### src/rtl/imp_pkg.sv
// ---------------------------------------------------------------------------
// imp_pkg
// Shared definitions for the attenuator path:
//   att_ar_state_t : auto-ranging FSM states (IDLE, SETTLE, MEASURE, DECIDE)
//   ATT_IDX_W      : width of an attenuation index
//   ATT_MAX_IDX    : highest legal attenuation index (60 dB)
//   clamp_idx()    : limits a requested index to a maximum
// ---------------------------------------------------------------------------
package imp_pkg;

   localparam int ATT_IDX_W   = 4;
   localparam int ATT_MAX_IDX = 9;

   typedef enum logic [1:0] {
      IDLE    = 2'd0,
      SETTLE  = 2'd1,
      MEASURE = 2'd2,
      DECIDE  = 2'd3
   } att_ar_state_t;

   function automatic logic [ATT_IDX_W-1:0] clamp_idx(
      input logic [ATT_IDX_W-1:0] idx,
      input logic [ATT_IDX_W-1:0] max_idx
   );
      return (idx > max_idx) ? max_idx : idx;
   endfunction

endpackage

### src/rtl/peak_abs_tracker.sv
// ---------------------------------------------------------------------------
// peak_abs_tracker
// Window peak detector for a signed ADC stream.
//   i_clk, i_rst : clock, asynchronous active-high reset
//   i_clear      : zero the running peak, sample count and clip flag
//   i_meas       : high while a window is being measured; samples are only
//                  captured and accumulated while it is high
//   i_valid      : sample strobe
//   i_data       : signed sample
//   o_peak       : saturated running maximum of |x|
//   o_clip       : the window was aborted by a clipping sample
//   o_done       : combinational, the sample now leaving the abs stage
//                  completes the window (count or clip)
// ---------------------------------------------------------------------------
module peak_abs_tracker #(
   parameter int ADC_W   = 12,
   parameter int WIN_LEN = 4096,
   parameter int CLIP_TH = 2040
) (
   input  logic             i_clk,
   input  logic             i_rst,
   input  logic             i_clear,
   input  logic             i_meas,
   input  logic             i_valid,
   input  logic [ADC_W-1:0] i_data,
   output logic [ADC_W-2:0] o_peak,
   output logic             o_clip,
   output logic             o_done
);

   localparam int MW    = ADC_W - 1;
   localparam int CNT_W = $clog2(WIN_LEN + 1);
   localparam logic [MW-1:0]    CLIP_V   = MW'(CLIP_TH);
   localparam logic [CNT_W-1:0] LAST_CNT = CNT_W'(WIN_LEN - 1);

   logic [MW-1:0]    mag;
   logic [MW-1:0]    abs_q, abs_d;
   logic             abs_vld_q, abs_vld_d;
   logic [MW-1:0]    peak_q, peak_d;
   logic [CNT_W-1:0] cnt_q, cnt_d;
   logic             clip_q, clip_d;
   logic             take;
   logic             hit_clip;

   // |x| fits in ADC_W-1 bits for every code except the most negative one,
   // which saturates to all ones.
   always_comb begin
      mag = i_data[MW-1:0];
      if (i_data[ADC_W-1]) begin
         if (i_data[MW-1:0] == '0) begin
            mag = '1;
         end else begin
            mag = (~i_data[MW-1:0]) + MW'(1);
         end
      end
   end

   // A sample is only captured when it arrives during MEASURE, and only
   // accumulated if the FSM is still in MEASURE one clock later; anything in
   // flight when DECIDE fires is therefore dropped.
   assign abs_d     = mag;
   assign abs_vld_d = i_valid & i_meas;
   assign take      = abs_vld_q & i_meas;
   assign hit_clip  = (abs_q >= CLIP_V);
   assign o_done    = take & (hit_clip | (cnt_q == LAST_CNT));

   always_comb begin
      peak_d = peak_q;
      cnt_d  = cnt_q;
      clip_d = clip_q;
      if (i_clear) begin
         peak_d = '0;
         cnt_d  = '0;
         clip_d = 1'b0;
      end else if (take) begin
         cnt_d = cnt_q + CNT_W'(1);
         if (hit_clip) begin
            peak_d = abs_q;
            clip_d = 1'b1;
         end else if (abs_q > peak_q) begin
            peak_d = abs_q;
         end
      end
   end

   always_ff @(posedge i_clk or posedge i_rst) begin
      if (i_rst) begin
         abs_q     <= '0;
         abs_vld_q <= 1'b0;
         peak_q    <= '0;
         cnt_q     <= '0;
         clip_q    <= 1'b0;
      end else begin
         abs_q     <= abs_d;
         abs_vld_q <= abs_vld_d;
         peak_q    <= peak_d;
         cnt_q     <= cnt_d;
         clip_q    <= clip_d;
      end
   end

   assign o_peak = peak_q;
   assign o_clip = clip_q;

endmodule

### src/rtl/att_autorange_ctrl.sv
// ---------------------------------------------------------------------------
// att_autorange_ctrl
// Auto-ranging controller for the B-channel input attenuator. Measures the
// window peak of the ADC stream and steps the attenuation index by one with
// hysteresis, waiting SETTLE_CYC clocks after every change.
//   i_clk, i_rst   : clock, asynchronous active-high reset
//   i_en           : auto-ranging enable (low: IDLE, index holds)
//   i_adc_valid    : sample strobe
//   i_adc_data     : signed ADC sample
//   i_force        : manual override, highest priority
//   i_force_idx    : manual index, clamped to MAX_IDX
//   o_att_idx      : attenuation index to the HC595 serializer (i_ATT_B)
//   o_locked       : last window was in range and caused no change
//   o_range_err    : a window asked for a step past 0 or MAX_IDX (sticky)
//   o_peak         : peak magnitude of the last completed window
// ---------------------------------------------------------------------------
module att_autorange_ctrl
   import imp_pkg::*;
#(
   parameter int ADC_W      = 12,
   parameter int WIN_LEN    = 4096,
   parameter int SETTLE_CYC = 100000,
   parameter int HI_TH      = 1843,
   parameter int LO_TH      = 737,
   parameter int CLIP_TH    = 2040,
   parameter int MAX_IDX    = ATT_MAX_IDX
) (
   input  logic                 i_clk,
   input  logic                 i_rst,
   input  logic                 i_en,
   input  logic                 i_adc_valid,
   input  logic [ADC_W-1:0]     i_adc_data,
   input  logic                 i_force,
   input  logic [ATT_IDX_W-1:0] i_force_idx,
   output logic [ATT_IDX_W-1:0] o_att_idx,
   output logic                 o_locked,
   output logic                 o_range_err,
   output logic [ADC_W-2:0]     o_peak
);

   localparam int MW     = ADC_W - 1;
   localparam int SCNT_W = $clog2(SETTLE_CYC + 1);
   localparam logic [SCNT_W-1:0]    SETTLE_LAST = SCNT_W'(SETTLE_CYC - 1);
   localparam logic [ATT_IDX_W-1:0] MAX_V       = ATT_IDX_W'(MAX_IDX);
   localparam logic [MW-1:0]        HI_V        = MW'(HI_TH);
   localparam logic [MW-1:0]        LO_V        = MW'(LO_TH);

   att_ar_state_t        state_q, state_d;
   logic [SCNT_W-1:0]    scnt_q, scnt_d;
   logic [ATT_IDX_W-1:0] idx_q, idx_d;
   logic                 locked_q, locked_d;
   logic                 err_q, err_d;
   logic [MW-1:0]        peak_q, peak_d;

   logic [MW-1:0]        trk_peak;
   logic                 trk_clip;
   logic                 trk_done;

   // Tracker state is held cleared whenever no window is open, so every
   // MEASURE entry starts from an empty window.
   peak_abs_tracker #(
      .ADC_W   (ADC_W),
      .WIN_LEN (WIN_LEN),
      .CLIP_TH (CLIP_TH)
   ) u_tracker (
      .i_clk   (i_clk),
      .i_rst   (i_rst),
      .i_clear (state_q != MEASURE),
      .i_meas  (state_q == MEASURE),
      .i_valid (i_adc_valid),
      .i_data  (i_adc_data),
      .o_peak  (trk_peak),
      .o_clip  (trk_clip),
      .o_done  (trk_done)
   );

   always_comb begin
      state_d  = state_q;
      scnt_d   = scnt_q;
      idx_d    = idx_q;
      locked_d = locked_q;
      err_d    = err_q;
      peak_d   = peak_q;

      if (i_force) begin
         // Park in SETTLE with a fresh count so release always gets a full settle.
         state_d  = SETTLE;
         scnt_d   = '0;
         idx_d    = clamp_idx(i_force_idx, MAX_V);
         locked_d = 1'b0;
      end else if (!i_en) begin
         state_d  = IDLE;
         scnt_d   = '0;
         locked_d = 1'b0;
      end else begin
         unique case (state_q)
            IDLE: begin
               state_d = SETTLE;
               scnt_d  = '0;
            end
            SETTLE: begin
               if (scnt_q == SETTLE_LAST) begin
                  state_d = MEASURE;
                  scnt_d  = '0;
               end else begin
                  scnt_d = scnt_q + SCNT_W'(1);
               end
            end
            MEASURE: begin
               if (trk_done) begin
                  state_d = DECIDE;
               end
            end
            DECIDE: begin
               peak_d = trk_peak;
               if (trk_clip || (trk_peak >= HI_V)) begin
                  locked_d = 1'b0;
                  if (idx_q < MAX_V) begin
                     idx_d   = idx_q + ATT_IDX_W'(1);
                     state_d = SETTLE;
                     scnt_d  = '0;
                  end else begin
                     err_d   = 1'b1;
                     state_d = MEASURE;
                  end
               end else if (trk_peak < LO_V) begin
                  locked_d = 1'b0;
                  if (idx_q != '0) begin
                     idx_d   = idx_q - ATT_IDX_W'(1);
                     state_d = SETTLE;
                     scnt_d  = '0;
                  end else begin
                     err_d   = 1'b1;
                     state_d = MEASURE;
                  end
               end else begin
                  locked_d = 1'b1;
                  err_d    = 1'b0;
                  state_d  = MEASURE;
               end
            end
            default: begin
               state_d = IDLE;
            end
         endcase
      end
   end

   always_ff @(posedge i_clk or posedge i_rst) begin
      if (i_rst) begin
         state_q  <= IDLE;
         scnt_q   <= '0;
         idx_q    <= MAX_V;
         locked_q <= 1'b0;
         err_q    <= 1'b0;
         peak_q   <= '0;
      end else begin
         state_q  <= state_d;
         scnt_q   <= scnt_d;
         idx_q    <= idx_d;
         locked_q <= locked_d;
         err_q    <= err_d;
         peak_q   <= peak_d;
      end
   end

   assign o_att_idx   = idx_q;
   assign o_locked    = locked_q;
   assign o_range_err = err_q;
   assign o_peak      = peak_q;

endmodule

### config.mk
export PLATFORM = sky130hd
export DESIGN_NAME = att_autorange_ctrl
export DESIGN_NICKNAME = d
export VERILOG_FILES = /design/src/rtl/imp_pkg.sv /design/src/rtl/peak_abs_tracker.sv /design/src/rtl/att_autorange_ctrl.sv
export SDC_FILE = /design/constraint.sdc
export NUM_CORES = 1
export LEC_CHECK = 0
export ABC_CLOCK_PERIOD_IN_PS = 3200
export CAP_MARGIN = 20
export CORE_AREA = 2 2 105 107
export DETAILED_ROUTE_END_ITERATION = 10
export DIE_AREA = 0 0 107 109
export HOLD_SLACK_MARGIN = 0.15
export PLACE_DENSITY = 0.55
export SYNTH_ARGS = -nofsm -noshare
export SYNTH_HDL_FRONTEND = slang
export SYNTH_SLANG_ARGS = --single-unit
export TNS_END_PERCENT = 100
### constraint.sdc
create_clock -name i_clk -period 3.2 [get_ports i_clk]
set_input_delay 0.48 -clock i_clk [delete_from_list [all_inputs] [get_ports i_clk]]
set_output_delay 0.48 -clock i_clk [all_outputs]
set_load 0.01 [all_outputs]
==> flow_summary_export.csv, run 1 <==
group,metric,value,unit
clock_network,clk_pin_slew,0.08,ns
setup_path,rr_endpoint,"o_att_idx[3]",
routing,drtAntennaViolNets,0,
setup_path,rr_worst_depth,10,
global_routing,track_usage,15.9,%
clock_network,cts_setup_buffers,0,
hold_path,hold_path.class,"reg2reg",
finish,final_layout_size_suffix_gt1_share,8.18,%
clock_network,ctsLongestPathBuffers,2,
sta,relSlewSlack,59.2,%
finish,antenna_cells,0,
synth,ys_types,63,
synth,syn_nets,470,
setup_path,reg2reg_slack,0.52,ns
clock_network,insertion_delay,0.35,ns
placement,gp_congestion,0.860,
floorplanning,start_util,38.8,%
sta,finalMaxSlewViolations,0,
sta,period_needed,2.68,ns
floorplanning,core_area,0.0106,mm^2
routing,vias,3252,
setup_path,r2r-start,"u_tracker.o_peak[6]",
setup_path,crit_required,3.45,ns
placement,dp_hpwl,6490,um
global_routing,antenna_found_initial,0,
power,p_leak,2.02,nW
finish,utilization,45.7,%
clock_network,cts.sinks,73,
finish,layout.nets,510,
setup_path,critical_path_class,"reg2reg",
floorplanning,dieArea,0.0117,mm^2
run_status,run_status,"completed",
synth,synthArstFlopShare,100,%
setup_path,crit_end,"o_att_idx[3]",
power,vdd_drop_max,0.000162,V
sta,setup_viol,0,
sta,finClkSkew,0.00967,ns
placement,portBuffers,37,
global_routing,grt_pass1_wl,14600,um
synth,syn_area,0.00412,mm^2
sta,fin_setup_tns,0,ns
sta,hold_viol,0,
sta,max_freq,373,MHz
synth,synth_edf_count,0,
global_routing,grt-ovfl-total,0,
routing,drtPass1Iterations,5,
synth,ys.flop_type,"dfrtp_1",
setup_path,end_kind,"register",
synth,ys_ff_latch,73,
synth,netlist_top_cells_count,"dfrtp_1, nand2_1, nor2_1",
routing,drt_iter0_markers,161,
finish,syn_to_final_growth,17.6,%
synth,yosysTopAreaCell,"dfrtp_1",
synth,ys_seq_area_share,44.4,%
power,power,1.96,mW
synth,yosysTopAreaCellShare,43.1,%
synth,synth.area.top_cells,"dfrtp_1, nand2_1, ha_1, mux2i_1, xor2_1",
clock_network,clockRootBuffer,"clkbuf_8",
synth,syn_avg_cell_area,9.53,um^2
floorplanning,die_y,109,um
sta,worst_pin_slew,0.611,ns
clock_network,cts_tree,"built",
clock_network,cts_repair_resize_count,0,
flow_run,drv_cap,0,
sta,finalCritPeriodShare,83.8,%
clock_network,cts_buffers,9,
finish,fill_cells,1075,
setup_path,cp_max_fo,5,
floorplanning,die_w,107,um
routing,drc_errors,0,
setup_path,critPathLaunchType,"register",
routing,wl_per_cell,13.9,um
power,powerDensity,405,mW/mm^2
synth,synth_cells,432,
global_routing,grt_max_degree,28,
setup_path,critPathLaunch,"u_tracker.o_peak[6]",
clock_network,cts_hold_buf,0,
synth,yosysMostFrequentCell,"dfrtp_1",
setup_path,arrival,2.93,ns
global_routing,grt_pass1_vias,3048,
clock_network,htree_levels,3,
routing,drt_wl_total,8600,um
floorplanning,num_rows,38,
synth,ys.warnings.count,0,
routing,routed_via_density,5.27,
floorplanning,io_pins,38,
sta,rsz0062_at_grt,"no",
[worst min-delay path by stage]
stage                           from    endpoint  slack [ns]  cells past startpoint
after floorplan           scnt_q[13]  scnt_q[13]        0.49                      1
after global placement     o_peak[2]   o_peak[2]        0.46                      2
after detailed placement   o_peak[2]   o_peak[2]        0.47                      2
after CTS                  o_peak[2]   o_peak[2]        0.49                      2
after global routing       o_peak[1]   o_peak[1]        0.51                      2
final                      o_peak[2]   o_peak[2]        0.48                      2
[flip-flops by register name, summed over array words and instances (netlist names), 2 cells and up]
| register | flops |
|---|---|
| o_att_idx | 4 |
| o_peak | 11 |
| scnt_q | 17 |
| state_q | 2 |
| u_tracker.abs_q | 11 |
| u_tracker.cnt_q | 13 |
| u_tracker.o_peak | 11 |
[power breakdown]
group | internal, mW | total [mW] | switching [mW] | leakage, nW
clock network | 0.378 | 0.715 | 0.336 | 0.0953
registers | 0.955 | 0.992 | 0.0367 | 0.980
logic | 0.122 | 0.255 | 0.132 | 0.948
total | 1.46 | 1.96 | 0.505 | 2.02
[per-stage QoR]
step                setup slack [ns]  instance area [um^2]  hold slack (ns)  cells
floorplan                      0.799                  4120            0.492    432
global placement               0.602                  4650            0.462    601
detailed placement             0.576                  4650            0.472    601
CTS                            0.550                  4840            0.490    617
global route                   0.340                  4840            0.505    617
finish                         0.518                  4840            0.482    617
[worst max-delay path, stage by stage (launching register included)]
cell      delay (ns)
dfrtp_1         0.42
a211oi_2        0.38
a211o_2         0.24
nand2_1         0.07
inv_1           0.15
ha_1            0.25
a21o_2          0.22
a21oi_1         0.23
a21oi_1         0.07
a2bb2o_1        0.29
a221oi_1        0.26
[final cells by class]
class                   instances  area, um^2  share of cell area, %
multi-input cells             318        2120                   43.7
flip-flops and latches         73        1830                   37.8
repair buffers                 45         430                   8.89
well taps                     140         175                   3.62
clock buffers                  11         141                   2.92
inverters                      25        93.8                   1.94
clock inverters                 5        55.1                   1.14
[per-layer routing]
metal  wire length [um]  part of all wire, %  GRT usage, %  vias to the layer above
met3                263                  3.1          2.03                        6
li1                   -                    -             -                     1630
met4                118                  1.4          7.51                        0
met5                  0                    0             0                        -
met2               3750                   44          23.9                       42
met1               4470                   52          22.7                     1574
[kinds of logic after synthesis]
logic type / count (synthesis) / synth area share (%)
AND/OR/NAND/NOR: 170 / 19.7
AO/OA/AOI/OAI: 87 / 16.3
flip-flops: 73 / 44.4
buffers and inverters: 41 / 4.16
XOR/XNOR: 25 / 5.32
multiplexers: 19 / 4.68
adder cells (fa/ha/maj): 17 / 5.35
[cells in the final DEF, fill, tap and decap left out, drive strengths merged, types with 4 or more instances in the layout]
cell,instances
or3,4
nor2b,4
nand4,12
ha,16
nand3,22
or4,4
nand2,66
clkbuf,11
inv,25
nor4,4
o211ai,4
nor2,32
a2bb2oi,5
dfrtp,71
a21oi,12
buf,8
nor3,7
a211oi,6
a22o,13
and3,5
o21ai,18
xor2,15
xnor2,10
mux2i,17
clkdlybuf4s50,37
Power figures use the tool's default switching activity.
==> run 2: changes to the inputs <==
--- a/config.mk
+++ b/config.mk
@@ -5,7 +5,7 @@
 export SDC_FILE = /design/constraint.sdc
 export NUM_CORES = 1
 export LEC_CHECK = 0
-export ABC_CLOCK_PERIOD_IN_PS = 3200
+export ABC_CLOCK_PERIOD_IN_PS = 2500
 export CAP_MARGIN = 20
 export CORE_AREA = 2 2 105 107
 export DETAILED_ROUTE_END_ITERATION = 10
==> constraint.sdc (replaced) <==
create_clock -name i_clk -period 2.5 [get_ports i_clk]
set_input_delay 0.375 -clock i_clk [delete_from_list [all_inputs] [get_ports i_clk]]
set_output_delay 0.375 -clock i_clk [all_outputs]
set_load 0.01 [all_outputs]
==> run 2 against run 1 <==
Core utilization increased by 0.77 points. Sequential share of layout area fell by 0.62 points. First-iteration DRC count rose by 12%. Cell count grew 1.3%. Sequential power increased by 28%. Via count increased by 0.43%. Die area did not move. Non-clock buffer count rose by 8. Fmax increased by 14%.
==> flow_summary_export.csv, run 2 (synthesized netlist as in run 1, its figures left out) <==
group,metric,value,unit
floorplanning,io_pins,38,
setup_path,slowest_delay,0.43,ns
floorplanning,die_y,109,um
global_routing,grt-ovfl-total,0,
routing,wl_met3,299,um
clock_network,cts_buffers,9,
finish,largest_reg_flops,17,
sta,finalMaxSlewViolations,0,
power,p_int,1.77,mW
run_status,run_status,"completed",
routing,wl_per_cell,14.0,um
finish,most-common-layout-cells,"dfrtp_1, nand2_1, clkdlybuf4s50_1",
clock_network,cts_hold_buf,0,
clock_network,htree_levels,3,
hold_path,hold_path.class,"in2async",
floorplanning,die_w,107,um
routing,drt_wl_total,8740,um
finish,largest-register,"scnt_q",
routing,routed-wl-met2,3790,um
clock_network,cts_setup_buffers,0,
routing,drt_iter0_markers,181,
setup_path,crit_required,2.78,ns
setup_path,cp_max_fo,4,
sta,hold_viol,0,
routing,routed_via_density,5.23,
power,powerDensity,495,mW/mm^2
placement,portBuffers,37,
clock_network,cts_repair_resize_count,0,
clock_network,cts_tree,"built",
global_routing,track_usage,16.3,%
finish,layout.nets,518,
sta,relSlewSlack,57.7,%
setup_path,slowest_stage,"dfrtp_1",
routing,top_layer,"met4",
setup_path,rr_worst_depth,10,
floorplanning,num_rows,38,
placement,gp_congestion,0.804,
routing,drc_errors,0,
routing,m1WireLength,4500,um
sta,rsz0062_at_grt,"no",
setup_path,end_kind,"register",
sta,finalCritPeriodShare,94.3,%
power,pwr-share-seq,52.1,%
power,clockPowerShare,33.8,%
floorplanning,start_util,38.8,%
setup_path,cp_num_cells,10,
sta,max_freq,424,MHz
global_routing,antenna_found_initial,0,
finish,antenna_cells,0,
global_routing,grt_pass1_vias,3132,
sta,period_needed,2.36,ns
sta,finClkSkew,0.0102,ns
global_routing,grt_max_degree,74,
clock_network,cts.sinks,73,
clock_network,clockRootBuffer,"clkbuf_8",
setup_path,critPathLaunchType,"register",
global_routing,grt_pass1_wl,14900,um
setup_path,path_buf_inv,2,
power,switching_power,0.662,mW
power,switching_share,27.2,%
finish,syn_to_final_growth,19.6,%
finish,reg_top3,"scnt_q x17, u_tracker.cnt_q x13",
routing,drtAntennaViolNets,0,
routing,vias,3266,
clock_network,clk_pin_slew,0.08,ns
power,p_leak,2.06,nW
setup_path,cp_cell_sequence,"nand3_4 -> a211o_4 -> nand2_1 -> inv_1 -> buf_4 -> ha_1 -> a211oi_1 -> a311o_1 -> a211oi_1 -> a221oi_2",
setup_path,arrival,2.64,ns
setup_path,critical_path_class,"reg2reg",
routing,drtPass1Iterations,4,
sta,setup_viol,0,
finish,final_layout_size_suffix_gt1_share,10.1,%
floorplanning,core_area,0.0106,mm^2
placement,dp_hpwl,6290,um
floorplanning,dieArea,0.0117,mm^2
power,vdd_drop_max,0.000223,V
clock_network,insertion_delay,0.35,ns
sta,worst_pin_slew,0.629,ns
setup_path,crit_family,"compound AO/OA/AOI/OAI gates",
power,combPwrFrac,14.2,%
sta,fin_setup_tns,0,ns
finish,final_common_cell,"dfrtp_1",
power,power,2.44,mW
setup_path,cp_common_cell,"a211oi_1",
flow_run,drv_cap,0,
clock_network,ctsLongestPathBuffers,2,
[run 2: power by group through the flow]
stage / Combinational [mW] / Sequential, mW / Clock, mW
finish: 0.345 / 1.27 / 0.823
global route: 0.389 / 1.28 / 0.912
CTS: 0.340 / 1.27 / 0.860
detailed placement: 0.338 / 1.29 / 0
global placement: 0.334 / 1.29 / 0
floorplan: 0.210 / 1.28 / 0
[run 2: stage by stage]
stage          util, %  instance area, um^2  hold WS (ns)  cells  setup slack [ns]
2_1_floorplan        -                 4120         0.445    432            0.0991
3_3_place_gp      44.5                 4720         0.463    609             0.125
3_5_place_dp      44.5                 4720         0.473    609            0.0800
4_1_cts           46.1                 4890         0.425    625            0.0517
5_1_grt           46.4                 4920         0.481    625           0.00371
6_report          46.4                 4920         0.422    625             0.141
[run 2: layer usage]
| metal | up-vias | GRT usage [%] |
|---|---|---|
| li1 | 1640 | - |
| met1 | 1562 | 23.1 |
| met2 | 54 | 23.9 |
| met3 | 10 | 2.81 |
| met4 | 0 | 8.63 |
| met5 | - | 0 |
[run 2: final cells by class]
cell class | instances | area (um^2)
Clock buffer | 11 | 141
Clock inverter | 5 | 31.3
Fill cell | 1011 | 5680
Inverter | 25 | 93.8
Multi-Input combinational cell | 318 | 2150
Sequential cell | 73 | 1830
Tap cell | 140 | 175
Timing Repair Buffer | 53 | 503
[run 2: final timing paths]
path / startpoint / endpoint / slack, ns
setup reg to reg: u_tracker.o_peak[9] / o_att_idx[3] / 0.14
setup / recovery: u_tracker.o_peak[9] / o_att_idx[3] / 0.14
hold reg to reg: o_peak[7] / o_peak[7] / 0.48
max in group asynchronous: i_rst / o_att_idx[3] / 1.73
hold / removal: i_rst / scnt_q[16] / 0.42
min in group i_clk: o_peak[7] / o_peak[7] / 0.48
[run 2: worst reg2reg max path: stages (launching register included)]
cell,delay [ns]
dfrtp_1,0.43
nand3_4,0.11
a211o_4,0.34
nand2_1,0.09
inv_1,0.05
buf_4,0.14
ha_1,0.36
a211oi_1,0.10
a311o_1,0.36
a211oi_1,0.24
a221oi_2,0.06
==> run 3: changes to the inputs <==
--- a/config.mk
+++ b/config.mk
@@ -10,6 +10,7 @@
 export CORE_AREA = 2 2 105 107
 export DETAILED_ROUTE_END_ITERATION = 10
 export DIE_AREA = 0 0 107 109
+export GPL_TIMING_DRIVEN = 1
 export HOLD_SLACK_MARGIN = 0.15
 export PLACE_DENSITY = 0.55
 export SYNTH_ARGS = -nofsm -noshare
==> results of run 3 <==
Same layout as run 2: the final DEF is identical, and so are final timing and power.
